`src/rtl/ct_vfdsu_issue_wb_if.sv`:
```
// Issue / write-back signal bundle between the IDU-side driver and the
// divide/sqrt issue and write-back controller.
interface ct_vfdsu_issue_wb_if;
  logic        idu_fdiv_issue_vld;
  logic [6:0]  idu_fdiv_iid;
  logic [6:0]  idu_fdiv_dst_vreg;
  logic [4:0]  idu_fdiv_dst_ereg;
  logic        fdiv_idu_issue_rdy;
  logic        dp_vfdsu_idu_fdiv_issue;
  logic        vfdsu_dp_fdiv_busy;
  logic        vfdsu_dp_inst_wb_req;
  logic [63:0] pipex_dp_vfdsu_freg_data;
  logic [4:0]  pipex_dp_vfdsu_ereg_data;
  logic        rtu_yy_xx_flush;
  logic        pipe_ex_wb_vld;
  logic        fdiv_pipe_ex_stall;
  logic        fdiv_wb_vld;
  logic [6:0]  fdiv_wb_iid;
  logic [6:0]  fdiv_wb_vreg;
  logic [4:0]  fdiv_wb_ereg;
  logic [63:0] fdiv_wb_data;
  logic [4:0]  fdiv_wb_expt;
  logic [1:0]  fdiv_wb_state;

  modport master (
    output idu_fdiv_issue_vld, idu_fdiv_iid, idu_fdiv_dst_vreg, idu_fdiv_dst_ereg,
    output vfdsu_dp_fdiv_busy, vfdsu_dp_inst_wb_req,
    output pipex_dp_vfdsu_freg_data, pipex_dp_vfdsu_ereg_data,
    output rtu_yy_xx_flush, pipe_ex_wb_vld,
    input  fdiv_idu_issue_rdy, dp_vfdsu_idu_fdiv_issue, fdiv_pipe_ex_stall,
    input  fdiv_wb_vld, fdiv_wb_iid, fdiv_wb_vreg, fdiv_wb_ereg,
    input  fdiv_wb_data, fdiv_wb_expt, fdiv_wb_state
  );

  modport slave (
    input  idu_fdiv_issue_vld, idu_fdiv_iid, idu_fdiv_dst_vreg, idu_fdiv_dst_ereg,
    input  vfdsu_dp_fdiv_busy, vfdsu_dp_inst_wb_req,
    input  pipex_dp_vfdsu_freg_data, pipex_dp_vfdsu_ereg_data,
    input  rtu_yy_xx_flush, pipe_ex_wb_vld,
    output fdiv_idu_issue_rdy, dp_vfdsu_idu_fdiv_issue, fdiv_pipe_ex_stall,
    output fdiv_wb_vld, fdiv_wb_iid, fdiv_wb_vreg, fdiv_wb_ereg,
    output fdiv_wb_data, fdiv_wb_expt, fdiv_wb_state
  );
endinterface

```
`src/rtl/ct_vfdsu_issue_wb.sv`:
```
// Single-outstanding divide/sqrt issue and shared write-back port arbiter.
// Optional feature macro VFDSU_WB_BYPASS_EN: zero-latency write-back from EXEC.
module ct_vfdsu_issue_wb (
  input  logic                   forever_cpuclk,
  input  logic                   cpurst,
  ct_vfdsu_issue_wb_if.slave     bus
);

  typedef enum logic [1:0] {
    IDLE    = 2'b00,
    EXEC    = 2'b01,
    WB_PEND = 2'b10
  } state_e;

  typedef struct packed {
    logic [63:0] data;
    logic [4:0]  expt;
  } result_t;

  state_e      state;
  logic [2:0]  starve_cnt;
  logic [6:0]  tag_iid;
  logic [6:0]  tag_vreg;
  logic [4:0]  tag_ereg;
  result_t     result_buf;

  logic        issue_rdy;
  logic        issue_fire;
  logic        starve_full;
  logic        pend_wb;
  logic        bypass_wb;
  logic        wb_vld;
  result_t     wb_result;

  assign issue_rdy   = (state == IDLE) & ~bus.vfdsu_dp_fdiv_busy & ~bus.rtu_yy_xx_flush;
  assign issue_fire  = bus.idu_fdiv_issue_vld & issue_rdy;
  assign starve_full = (starve_cnt == 3'd7);

  // Starvation force wins the port even while the competing pipe is asking.
  assign pend_wb = (state == WB_PEND) & ~bus.rtu_yy_xx_flush
                 & (~bus.pipe_ex_wb_vld | starve_full);

`ifdef VFDSU_WB_BYPASS_EN
  assign bypass_wb = (state == EXEC) & bus.vfdsu_dp_inst_wb_req
                   & ~bus.pipe_ex_wb_vld & ~bus.rtu_yy_xx_flush;
`else
  assign bypass_wb = 1'b0;
`endif

  assign wb_vld = pend_wb | bypass_wb;

  // NOTE: every signal assigned in always_comb gets a default first so no latch is inferred.
  always_comb begin
    wb_result = result_buf;
    if (bypass_wb) begin
      wb_result.data = bus.pipex_dp_vfdsu_freg_data;
      wb_result.expt = bus.pipex_dp_vfdsu_ereg_data;
    end
  end

  // NOTE: sequential state uses non-blocking assignments only.
  // NOTE: the result buffer is a handful of flops, so it is cleared on reset and flush
  //       to guarantee a dropped result can never reappear on the port.
  always_ff @(posedge forever_cpuclk) begin
    if (cpurst) begin
      state      <= IDLE;
      starve_cnt <= 3'd0;
      tag_iid    <= '0;
      tag_vreg   <= '0;
      tag_ereg   <= '0;
      result_buf <= '0;
    end else begin
      case (state)
        IDLE: begin
          if (issue_fire) begin
            tag_iid  <= bus.idu_fdiv_iid;
            tag_vreg <= bus.idu_fdiv_dst_vreg;
            tag_ereg <= bus.idu_fdiv_dst_ereg;
            state    <= EXEC;
          end
        end
        EXEC: begin
          if (bus.rtu_yy_xx_flush) begin
            result_buf <= '0;
            state      <= IDLE;
          end else if (bypass_wb) begin
            state <= IDLE;
          end else if (bus.vfdsu_dp_inst_wb_req) begin
            result_buf.data <= bus.pipex_dp_vfdsu_freg_data;
            result_buf.expt <= bus.pipex_dp_vfdsu_ereg_data;
            state           <= WB_PEND;
          end
        end
        WB_PEND: begin
          if (bus.rtu_yy_xx_flush || pend_wb) begin
            result_buf <= '0;
            starve_cnt <= 3'd0;
            state      <= IDLE;
          end else begin
            // Only reachable when the pipe took the port and the counter is below 7.
            starve_cnt <= starve_cnt + 3'd1;
          end
        end
        default: begin
          state      <= IDLE;
          starve_cnt <= 3'd0;
        end
      endcase
    end
  end

  assign bus.fdiv_idu_issue_rdy      = issue_rdy;
  assign bus.dp_vfdsu_idu_fdiv_issue = issue_fire;
  assign bus.fdiv_pipe_ex_stall      = (state == WB_PEND) & starve_full;
  assign bus.fdiv_wb_vld             = wb_vld;
  assign bus.fdiv_wb_iid             = wb_vld ? tag_iid        : 7'd0;
  assign bus.fdiv_wb_vreg            = wb_vld ? tag_vreg       : 7'd0;
  assign bus.fdiv_wb_ereg            = wb_vld ? tag_ereg       : 5'd0;
  assign bus.fdiv_wb_data            = wb_vld ? wb_result.data : 64'd0;
  assign bus.fdiv_wb_expt            = wb_vld ? wb_result.expt : 5'd0;
  assign bus.fdiv_wb_state           = state;

endmodule

```
`src/flat_wrapper.sv`:
```
// flat-port wrapper written by rule: the top's interface ports become plain ports
module ct_vfdsu_issue_wb_flat 
  (forever_cpuclk, cpurst, bus_idu_fdiv_issue_vld, bus_idu_fdiv_iid, bus_idu_fdiv_dst_vreg, bus_idu_fdiv_dst_ereg, bus_vfdsu_dp_fdiv_busy, bus_vfdsu_dp_inst_wb_req, bus_pipex_dp_vfdsu_freg_data, bus_pipex_dp_vfdsu_ereg_data, bus_rtu_yy_xx_flush, bus_pipe_ex_wb_vld, bus_fdiv_idu_issue_rdy, bus_dp_vfdsu_idu_fdiv_issue, bus_fdiv_pipe_ex_stall, bus_fdiv_wb_vld, bus_fdiv_wb_iid, bus_fdiv_wb_vreg, bus_fdiv_wb_ereg, bus_fdiv_wb_data, bus_fdiv_wb_expt, bus_fdiv_wb_state);
  ct_vfdsu_issue_wb_if bus_i ();
  input  logic forever_cpuclk;
  input  logic cpurst;
  input wire logic [$bits(bus_i.idu_fdiv_issue_vld)-1:0] bus_idu_fdiv_issue_vld;
  input wire logic [$bits(bus_i.idu_fdiv_iid)-1:0] bus_idu_fdiv_iid;
  input wire logic [$bits(bus_i.idu_fdiv_dst_vreg)-1:0] bus_idu_fdiv_dst_vreg;
  input wire logic [$bits(bus_i.idu_fdiv_dst_ereg)-1:0] bus_idu_fdiv_dst_ereg;
  input wire logic [$bits(bus_i.vfdsu_dp_fdiv_busy)-1:0] bus_vfdsu_dp_fdiv_busy;
  input wire logic [$bits(bus_i.vfdsu_dp_inst_wb_req)-1:0] bus_vfdsu_dp_inst_wb_req;
  input wire logic [$bits(bus_i.pipex_dp_vfdsu_freg_data)-1:0] bus_pipex_dp_vfdsu_freg_data;
  input wire logic [$bits(bus_i.pipex_dp_vfdsu_ereg_data)-1:0] bus_pipex_dp_vfdsu_ereg_data;
  input wire logic [$bits(bus_i.rtu_yy_xx_flush)-1:0] bus_rtu_yy_xx_flush;
  input wire logic [$bits(bus_i.pipe_ex_wb_vld)-1:0] bus_pipe_ex_wb_vld;
  output wire logic [$bits(bus_i.fdiv_idu_issue_rdy)-1:0] bus_fdiv_idu_issue_rdy;
  output wire logic [$bits(bus_i.dp_vfdsu_idu_fdiv_issue)-1:0] bus_dp_vfdsu_idu_fdiv_issue;
  output wire logic [$bits(bus_i.fdiv_pipe_ex_stall)-1:0] bus_fdiv_pipe_ex_stall;
  output wire logic [$bits(bus_i.fdiv_wb_vld)-1:0] bus_fdiv_wb_vld;
  output wire logic [$bits(bus_i.fdiv_wb_iid)-1:0] bus_fdiv_wb_iid;
  output wire logic [$bits(bus_i.fdiv_wb_vreg)-1:0] bus_fdiv_wb_vreg;
  output wire logic [$bits(bus_i.fdiv_wb_ereg)-1:0] bus_fdiv_wb_ereg;
  output wire logic [$bits(bus_i.fdiv_wb_data)-1:0] bus_fdiv_wb_data;
  output wire logic [$bits(bus_i.fdiv_wb_expt)-1:0] bus_fdiv_wb_expt;
  output wire logic [$bits(bus_i.fdiv_wb_state)-1:0] bus_fdiv_wb_state;
  assign bus_i.idu_fdiv_issue_vld = bus_idu_fdiv_issue_vld;
  assign bus_i.idu_fdiv_iid = bus_idu_fdiv_iid;
  assign bus_i.idu_fdiv_dst_vreg = bus_idu_fdiv_dst_vreg;
  assign bus_i.idu_fdiv_dst_ereg = bus_idu_fdiv_dst_ereg;
  assign bus_i.vfdsu_dp_fdiv_busy = bus_vfdsu_dp_fdiv_busy;
  assign bus_i.vfdsu_dp_inst_wb_req = bus_vfdsu_dp_inst_wb_req;
  assign bus_i.pipex_dp_vfdsu_freg_data = bus_pipex_dp_vfdsu_freg_data;
  assign bus_i.pipex_dp_vfdsu_ereg_data = bus_pipex_dp_vfdsu_ereg_data;
  assign bus_i.rtu_yy_xx_flush = bus_rtu_yy_xx_flush;
  assign bus_i.pipe_ex_wb_vld = bus_pipe_ex_wb_vld;
  assign bus_fdiv_idu_issue_rdy = bus_i.fdiv_idu_issue_rdy;
  assign bus_dp_vfdsu_idu_fdiv_issue = bus_i.dp_vfdsu_idu_fdiv_issue;
  assign bus_fdiv_pipe_ex_stall = bus_i.fdiv_pipe_ex_stall;
  assign bus_fdiv_wb_vld = bus_i.fdiv_wb_vld;
  assign bus_fdiv_wb_iid = bus_i.fdiv_wb_iid;
  assign bus_fdiv_wb_vreg = bus_i.fdiv_wb_vreg;
  assign bus_fdiv_wb_ereg = bus_i.fdiv_wb_ereg;
  assign bus_fdiv_wb_data = bus_i.fdiv_wb_data;
  assign bus_fdiv_wb_expt = bus_i.fdiv_wb_expt;
  assign bus_fdiv_wb_state = bus_i.fdiv_wb_state;
  ct_vfdsu_issue_wb u_core (.forever_cpuclk(forever_cpuclk), .cpurst(cpurst), .bus(bus_i));
endmodule
```
`config.mk`:
```
export PLATFORM = sky130hd
export DESIGN_NAME = ct_vfdsu_issue_wb_flat
export DESIGN_NICKNAME = d
export VERILOG_FILES = /design/src/rtl/ct_vfdsu_issue_wb_if.sv /design/src/rtl/ct_vfdsu_issue_wb.sv /design/src/flat_wrapper.sv
export SDC_FILE = /design/constraint.sdc
export NUM_CORES = 1
export LEC_CHECK = 0
export BUFFER_PORTS_ARGS = -buffer_cell sky130_fd_sc_hd__buf_2
export CAP_MARGIN = 20
export CORE_ASPECT_RATIO = 0.9
export CORE_MARGIN = 2
export CORE_UTILIZATION = 40
export DETAILED_ROUTE_END_ITERATION = 16
export GPL_ROUTABILITY_DRIVEN = 0
export PLACE_DENSITY = 0.81
export SYNTH_ARGS = -nofsm -noshare
export SYNTH_HDL_FRONTEND = slang
export SYNTH_SLANG_ARGS = --single-unit
```
`constraint.sdc`:
```
create_clock -name forever_cpuclk -period 2 [get_ports forever_cpuclk]
set_input_delay 0.1 -clock forever_cpuclk [delete_from_list [all_inputs] [get_ports forever_cpuclk]]
set_output_delay 0.1 -clock forever_cpuclk [all_outputs]
set_load 0.02 [all_outputs]
```
== After elaboration in Yosys (flattened, before gate mapping) ==
Cells that the tools add are included.

* Reductions and logical operators: 7
* Bitwise logic cells: 10
* Muxes and demuxes: 16
* $add $sub $neg: 1
* Equality and inequality tests: 6

{| class="wikitable"
|+ Operators with widths
! cell !! count
|-
| $mux 69 || 3
|-
| $pmux 69 s2 || 1
|-
| $mux 64 || 1
|-
| $mux 7 || 2
|-
| $mux 5 || 2
|-
| $mux 2 || 4
|-
| $and 1x1->1 || 6
|-
| $pmux 2 s3 || 1
|-
| $pmux 3 s2 || 1
|-
| $reduce_and 3->1 || 2
|-
| $add 3x1->3 const B || 1
|-
| $eq 3x3->1 const B || 1
|-
| $mux 3 || 1
|-
| $ne 3x3->1 const B || 1
|-
| $not 1->1 || 3
|-
| $eq 2x1->1 const B || 1
|-
| $eq 2x2->1 const B || 1
|-
| $logic_not 2->1 || 1
|-
| $ne 2x1->1 const B || 1
|-
| $ne 2x2->1 const B || 1
|-
| $reduce_and 2->1 || 1
|-
| $reduce_bool 2->1 || 1
|-
| $reduce_or 2->1 || 1
|-
| $logic_or 1x1->1 || 1
|-
| $or 1x1->1 || 1
|}

* Flip-flop bits (word level): 93

== Longest topological paths before layout ==
Gate-level depths: netlist (run 1).

* Depth in word-level cells: 6
* Depth in mapped cells: 7

== Worst setup path before layout (run 1) ==
Ideal clock, no wire load.

* Path type: reg2reg
* From: register u_core.starve_cnt[0]
* To: register u_core.result_buf[19] (netlist name)
* Cell stages (with the launch flop): 8
* Path slack: 0.061 ns
* Required time: 1.940 ns
* Arrival: 1.880 ns
* Library setup time: 0.060 ns
* Path through: dfxtp_1 ha_1 ha_1 or3b_1 a221oi_2 buf_4 buf_6 a22o_1

* Word-level cells in the longest chain between the ends: 6

{| class="wikitable"
|+ Ends and longest elaborated chain
! what !! RTL line !! source
|-
| start, declared || ct_vfdsu_issue_wb.sv:21 || <nowiki>logic [2:0] starve_cnt;</nowiki>
|-
| start signal, assigned || ct_vfdsu_issue_wb.sv:101 || <nowiki>starve_cnt <= starve_cnt + 3'd1;</nowiki>
|-
| $eq 3x3->1 || ct_vfdsu_issue_wb.sv:37 || <nowiki>assign starve_full = (starve_cnt == 3'd7);</nowiki>
|-
| $or 1x1->1 || ct_vfdsu_issue_wb.sv:41 || <nowiki>& (~bus.pipe_ex_wb_vld | starve_full);</nowiki>
|-
| $and 1x1->1 || ct_vfdsu_issue_wb.sv:41 ||
|-
| $logic_or 1x1->1 || ct_vfdsu_issue_wb.sv:95 || <nowiki>if (bus.rtu_yy_xx_flush || pend_wb) begin</nowiki>
|-
| $ne 2x1->1 (no source line) || - ||
|-
| $reduce_and 3->1 (no source line) || - ||
|-
| end, declared || ct_vfdsu_issue_wb.sv:25 || <nowiki>result_t result_buf;</nowiki>
|}

No other way between the ends.
A chain may end at the register's enable or synchronous reset.

== Worst setup path in the final report (run 1) ==
* From: register u_core.starve_cnt[0]
* To: output bus_fdiv_wb_vreg[1]

* Word-level cells in the longest chain between the ends: 4

{| class="wikitable"
|+ Ends and longest elaborated chain
! what !! RTL line !! source
|-
| $eq 3x3->1 || ct_vfdsu_issue_wb.sv:37 ||
|-
| $or 1x1->1 || ct_vfdsu_issue_wb.sv:41 ||
|-
| $and 1x1->1 || ct_vfdsu_issue_wb.sv:41 ||
|-
| $mux 7 || ct_vfdsu_issue_wb.sv:117 || <nowiki>assign bus.fdiv_wb_vreg = wb_vld ? tag_vreg : 7'd0;</nowiki>
|-
| end, declared || flat_wrapper.sv:22 || <nowiki>output wire logic [$bits(bus_i.fdiv_wb_vreg)-1:0] bus_fdiv_wb_vreg;</nowiki>
|}

No other way between the ends.

==> results of run 1 <==
-- flip-flops by register name (all words and copies together), names as in the netlist --
name / cells
u_core.bus.fdiv_wb_state: 2
u_core.starve_cnt: 3
u_core.tag_iid: 7
u_core.result_buf: 69
u_core.tag_ereg: 5
u_core.tag_vreg: 7
-- worst reg2reg max path, delay by kind of cell (launching register included) --
kind / cells / cell delay, ns
AND/OR/NAND/NOR: 1 / 0.40
AO/OA/AOI/OAI: 2 / 0.52
flip-flops: 1 / 0.34
buffers and inverters: 3 / 0.49
adder cells (fa/ha/maj): 2 / 0.31
-- cell usage in the layout, fill, tap and decap left out, drive strengths merged --
master,count
nor2b,2
ha,2
clkinv,1
clkinvlp,2
a21oi,1
nor3b,1
dlygate4sd3,81
dfxtp,93
mux2,1
nor4,1
or3b,1
buf,216
bufinv,2
and2,89
a22oi,1
inv,2
and2b,1
or2,1
and3,2
nand4b,19
a221oi,1
o21ai,19
nand2,2
nor3,1
nor2,3
clkbuf,15
a22o,71
diode,2
nand2b,19
-- synth_stat cells (2+ instances only) --
master,count
nor2b_1,2
o21ai_0,19
and2_1,89
nand4b_1,19
buf_2,6
and3_1,2
ha_1,2
dfxtp_1,93
clkbuf_1,24
a22o_1,71
nand2b_1,19
nor2_1,3
nand2_1,2
-- how the worst max path moves through the flow --
stage | endpoint | slack (ns) | depth (start not counted)
CTS | bus_fdiv_wb_data[19] | -0.13 | 10
global route | bus_fdiv_wb_data[47] | -0.23 | 10
floorplan | u_core.result_buf[19] | 0.06 | 7
detailed placement | u_core.result_buf[43] | -0.03 | 6
finish | bus_fdiv_wb_vreg[1] | -0.14 | 10
global placement | u_core.result_buf[37] | 0.03 | 6
-- cell type report --
type | count | area [µm²]
Inverter | 1 | 7.507
Clock buffer | 9 | 123.9
Multi-Input combinational cell | 238 | 1946
Clock inverter | 6 | 93.84
Antenna cell | 2 | 5.005
Fill cell | 549 | 2064
Timing Repair Buffer | 303 | 2826
Sequential cell | 93 | 1864
Tap cell | 122 | 152.6
-- routing by layer --
metal / vias to the layer above / share of wire [%] / wire, µm / track usage (%)
met2: 186 / 53 / 7911 / 48.92
met4: 0 / 3.4 / 503 / 13.49
li1: 1852 / - / - / -
met5: - / 0 / 0 / 0
met3: 50 / 6.3 / 937 / 6.015
met1: 1938 / 37 / 5589 / 28.45
-- kinds of logic after synthesis --
group / count (synthesis) / share of synthesized area (%)
AND/OR/NAND/NOR: 142 / 25.02
flip-flops: 93 / 49.97
adder cells (fa/ha/maj): 2 / 0.6715
multiplexers: 1 / 0.3022
AO/OA/AOI/OAI: 93 / 19.98
buffers and inverters: 35 / 4.063
-- power groups by stage --
stage / Combinational (mW) / Sequential [mW] / Clock, mW
floorplan: 0.0931 / 1.93 / 0
global placement: 0.216 / 1.93 / 0
detailed placement: 0.221 / 1.93 / 0
CTS: 0.382 / 1.89 / 1.41
global route: 0.456 / 1.89 / 1.48
finish: 0.430 / 1.89 / 1.38
-- timing repair --
action | 4_1_cts | 5_1_grt
gates cloned | 8 | 8
pin swaps | 23 | 59
setup buffers | 11 | 3
resized for setup | 199 | 58
endpoints found under the hold margin | 81 | 0
endpoints found under the setup margin | 132 | 158
hold buffers | 81 | 0
==> flow_metrics.tcl, run 1 <==
set metrics [dict create \
    period_needed_ns 2.136 \
    crit_path_max_fanout 6 \
    fin_area_mm2 0.007019 \
    grt_pass1_vias 4176 \
    ant_nets 0 \
    crit_buf_inv 5 \
    antenna_found_initial 2 \
    fin_cells 774 \
    root_buffer "clkbuf_8" \
    start_util_pct 41.02 \
    coreArea_mm2 0.009084 \
    switching_share_pct 23.01 \
    grt_max_degree 46 \
    yosys_warnings 0 \
    arrival_ns 2.04 \
    period_share_pct 106.8 \
    cp-end-kind "primary output" \
    min_path_type "in2reg" \
    ir_worst_vdd_mv 0.3842 \
    worstSetupPathType "reg2out" \
    yosysTopAreaCell "dfxtp_1" \
    path_cells "ha_4 > ha_4 > buf_6 > nor2b_4 > nor3b_4 > buf_6 > buf_6 > buf_16 > and2_4 > buf_6" \
    die-area_mm2 0.01010 \
    synth_seq_cells 93 \
    seqPwrFrac_pct 51.1 \
    io_pins 189 \
    hold_end "u_core.tag_iid[0]" \
    reg2regPathDepth 8 \
    slowest_delay_ns 0.36 \
    fmax_ghz 0.4682 \
    synth-edff-count 0 \
    rsz0062_at_grt "yes" \
    die_h_um 95.56 \
    cp-start-kind "register" \
    yosysSeqAreaShare_pct 49.97 \
    synth_area_leaders "dfxtp_1 (50%), a22o_1 (17%), and2_1 (15%)" \
    track_usage_pct 26.40 \
    clock-sinks 93 \
    drive_above_1_share_pct 49.08 \
    p_leak_nw 3.150 \
    crit_path_start "u_core.starve_cnt[0]" \
    powerDensity_mw_per_mm2 526.7 \
    yosysTopAreaCellShare_pct 49.97 \
    post-route-drc-count 0 \
    placed_area_mm2 0.004827 \
    rrSetupSlack_ns -0.11 \
    r2r_start "u_core.starve_cnt[1]" \
    drt_iter0_markers 184 \
    area_delta_synth_final_pct 88.38 \
    dp_hpwl_mm 6.579 \
    syn_avg_cell_area_um2 10.18 \
    nNetsFinal 743 \
    clk_pin_slew_worst_paths_ns 0.09 \
    grt_overflow 0 \
    drt-total-wl_mm 14.94 \
    max_cap_viol_count 0 \
    worstPathRequired_ns 1.90 \
    dieWidth_um 105.7 \
    setup_slack_ns -0.1360 \
    status "finished, violations left" \
    hold_path_depth 3 \
    drv_slew 0 \
    violations "negative setup slack" \
    p_int_mw 2.847 \
    synthFlopType "dfxtp_1" \
    worst_path_most_repeated_cell "buf_6" \
    p_comb_share_pct 11.6 \
    numCtsBuffers 9 \
    cp_slowest_cell "dfxtp_2" \
    hp-start "bus_idu_fdiv_iid[0]" \
    p_sw_mw 0.8506 \
    dr.pass1.iters 5 \
    synth_nets 463 \
    port-buffer-count 188 \
    dp.cells 651 \
    fin_hold_ws_ns 0.01193 \
    worstMarginPinSlew_ns 0.4078 \
    reg2reg_to "u_core.result_buf[20]" \
    ys_types 28 \
    clk_latency_ns 0.35 \
    finalHoldViolCount 0 \
    cts_tree "yes" \
    power_mw 3.697 \
    synthCells 366 \
    crit_family "buffers and inverters" \
    vias 4026 \
    post-place-ws_ns -0.02638 \
    wl_per_cell_um 19.30 \
    clock_skew_ns 0.01428 \
    grt_pass1_wl_mm 20.86 \
    cts_max_level 3 \
    async_flop_share_pct 0 \
    fp-row-count 33 \
    clockPowerShare_pct 37.2 \
    cts_max_path_buffers 2 \
    synth_area_mm2 0.003726 \
    fin_util_pct 77.27 \
    finalSetupViolations 157 \
    vias_per_cell 5.202 \
    slew_headroom_pct 72.76 \
    setup_tns_ns -8.966 \
]
Power figures use the tool's default switching activity.
==> run 2, diff against run 1 <==
--- a/config.mk
+++ b/config.mk
@@ -9,10 +9,10 @@
 export CAP_MARGIN = 20
 export CORE_ASPECT_RATIO = 0.9
 export CORE_MARGIN = 2
-export CORE_UTILIZATION = 40
+export CORE_UTILIZATION = 30
 export DETAILED_ROUTE_END_ITERATION = 16
 export GPL_ROUTABILITY_DRIVEN = 0
-export PLACE_DENSITY = 0.81
+export PLACE_DENSITY = 0.66
 export SYNTH_ARGS = -nofsm -noshare
 export SYNTH_HDL_FRONTEND = slang
 export SYNTH_SLANG_ARGS = --single-unit
==> run 2 against run 1 <==
Register-to-register slack better by 0.14 ns. Combinational power shrank 11%. The run still ends with negative setup slack left. Highest routed layer unchanged. Routed wire length fell by 12%. Design area fell by 7.2%. Core utilization decreased by 23 points. Clock-buffer cell count unchanged. Largest power group unchanged. Non-clock buffer count is 17 lower. Via count fell by 4.1%. First-iteration DRC count is 22% higher. Total power increased by 9.9%.
==> flow_metrics.tcl, run 2 (synthesis results as in run 1) <==
set metrics [dict create \
    status "finished, violations left" \
    violations "negative setup slack" \
    largest_reg_flops 69 \
    min_path_type "in2reg" \
    start_util_pct 30.85 \
    grt_max_degree 42 \
    max_flop_register "u_core.result_buf" \
    dieWidth_um 121.5 \
    cp-start-kind "register" \
    ir_worst_vdd_mv 0.5082 \
    port-buffer-count 188 \
    grt_pass1_vias 3613 \
    cp_slowest_cell "dfxtp_2" \
    drv_slew 0 \
    cts_max_level 3 \
    clock_skew_ns 0.006845 \
    max_cap_viol_count 0 \
    fin_util_pct 53.94 \
    slowest_delay_ns 0.36 \
    crit_path_start "u_core.starve_cnt[1]" \
    path_cells "ha_4 > ha_4 > nor2b_4 > nor3b_4 > buf_4 > buf_16 > and2_1 > buf_2" \
    hp-start "bus_idu_fdiv_dst_ereg[1]" \
    powerDensity_mw_per_mm2 623.6 \
    wl_per_cell_um 16.50 \
    clk_latency_ns 0.35 \
    area_delta_synth_final_pct 74.82 \
    fp-row-count 38 \
    r2r_start "u_core.starve_cnt[1]" \
    root_buffer "clkbuf_16" \
    worstSetupPathType "reg2out" \
    post-route-drc-count 0 \
    period_share_pct 101.1 \
    reg2regPathDepth 7 \
    p_leak_nw 3.008 \
    dp_hpwl_mm 6.875 \
    crit_path_max_fanout 29 \
    cts_max_path_buffers 2 \
    worstPathRequired_ns 1.90 \
    p_int_mw 3.110 \
    vias_per_cell 4.861 \
    seqPwrFrac_pct 46.5 \
    ant_nets 0 \
    p_sw_mw 0.9516 \
    numCtsBuffers 9 \
    grt_overflow 0 \
    period_needed_ns 2.021 \
    track_usage_pct 16.77 \
    drt-total-wl_mm 13.10 \
    clock-sinks 93 \
    worstMarginPinSlew_ns 0.4378 \
    worst_path_most_repeated_cell "ha_4" \
    fin_area_mm2 0.006514 \
    placed_area_mm2 0.004850 \
    rrSetupSlack_ns 0.03 \
    io_pins 189 \
    diodes 0 \
    hold_end "u_core.tag_ereg[1]" \
    drive_above_1_share_pct 42.27 \
    p_comb_share_pct 9.4 \
    drt_iter0_markers 225 \
    cp-end-kind "primary output" \
    layout.cells.most_common_list "buf_2 (149), dfxtp_1 (91), dlygate4sd3_1 (77), a22o_1 (71), and2_1 (58)" \
    rsz0062_at_grt "yes" \
    switching_share_pct 23.43 \
    reg.largest.list "u_core.result_buf x69, u_core.tag_iid x7, u_core.tag_vreg x7" \
    nNetsFinal 726 \
    reg2reg_to "u_core.result_buf[21]" \
    finalSetupViolations 3 \
    arrival_ns 1.92 \
    cts_tree "yes" \
    clk_pin_slew_worst_paths_ns 0.07 \
    layout_commonest_cell "buf_2" \
    slew_headroom_pct 70.82 \
    fmax_ghz 0.4948 \
    coreArea_mm2 0.01208 \
    die-area_mm2 0.01333 \
    antenna_found_initial 0 \
    vias 3860 \
    finalHoldViolCount 0 \
    die_h_um 109.7 \
    clockPowerShare_pct 44.1 \
    dr.pass1.iters 6 \
    grt_pass1_wl_mm 17.50 \
    hold_path_depth 3 \
    setup_slack_ns -0.02110 \
]
## run 2: cell types whose count changed in the layout (fill, tap and decap cells not counted), sizes merged
cell / before / now
clkbuf: 15 / 14
dlygate4sd3: 81 / 77
diode: 2 / 0
clkinv: 1 / 2
bufinv: 2 / 1
clkinvlp: 2 / 0
buf: 216 / 204
inv: 2 / 5
## run 2: worst max path at each step
| stage | endpoint |
|---|---|
| global route | bus_fdiv_wb_data[29] |
| finish | bus_fdiv_wb_data[29] |
| global placement | u_core.result_buf[40] |
| detailed placement | u_core.result_buf[40] |
| CTS | bus_fdiv_wb_iid[1] |
| floorplan | u_core.result_buf[19] |
## run 2: stage by stage
stage	TNS [ns]	hold slack (ns)	setup slack [ns]	cells	total power, mW
after floorplan	0	0.1793	0.06065	366	2.020
after global placement	0	0.3117	0.01219	689	2.152
after detailed placement	-1.316	0.3147	-0.04022	689	2.157
after CTS	-0.1048	0.0003932	-0.009564	788	4.085
after global routing	-3.672	0.004019	-0.09471	794	4.212
final	-0.03248	0.01311	-0.02110	794	4.062
## run 2: power by group through the flow
stage	clock network [mW]	registers, mW	logic (mW)
3_5_place_dp	0	1.93	0.227
4_1_cts	1.85	1.89	0.347
3_3_place_gp	0	1.93	0.223
2_1_floorplan	0	1.93	0.0931
5_1_grt	1.91	1.89	0.408
6_report	1.79	1.89	0.383
## run 2: cell type report
class | instances | area (µm²)
flip-flops and latches | 93 | 1864
multi-input cells | 238 | 1849
clock buffers | 9 | 225.2
fillers | 1052 | 5563
clock inverters | 7 | 90.09
repair buffers | 286 | 2281
well taps | 160 | 200.2
inverters | 1 | 3.754
## run 2: timing repair
| action | in CTS | in global routing |
|---|---|---|
| resized for setup | 38 | 78 |
| gates cloned | 2 | 5 |
| pin swaps | 2 | 28 |
| endpoints found under the hold margin | 77 | 0 |
| endpoints found under the setup margin | 157 | 133 |
| setup buffers | 4 | 1 |
| hold buffers | 77 | 0 |
## run 2: critical path, delay by kind of cell, from the launching register on
family                     cells  cell delay [ns]
DFF                            1             0.36
buffers and inverters          3             0.50
adders and majority gates      2             0.28
and+or+nand+nor                3             0.42
## run 2: routing by layer
metal  track usage (%)  vias to the layer above  share of wire (%)
met5                 0                        -                  0
met4             5.747                        0                1.6
met3             6.120                       20                6.9
met2             29.25                      160                 51
met1             19.03                     1855                 40
li1                  -                     1825                  -
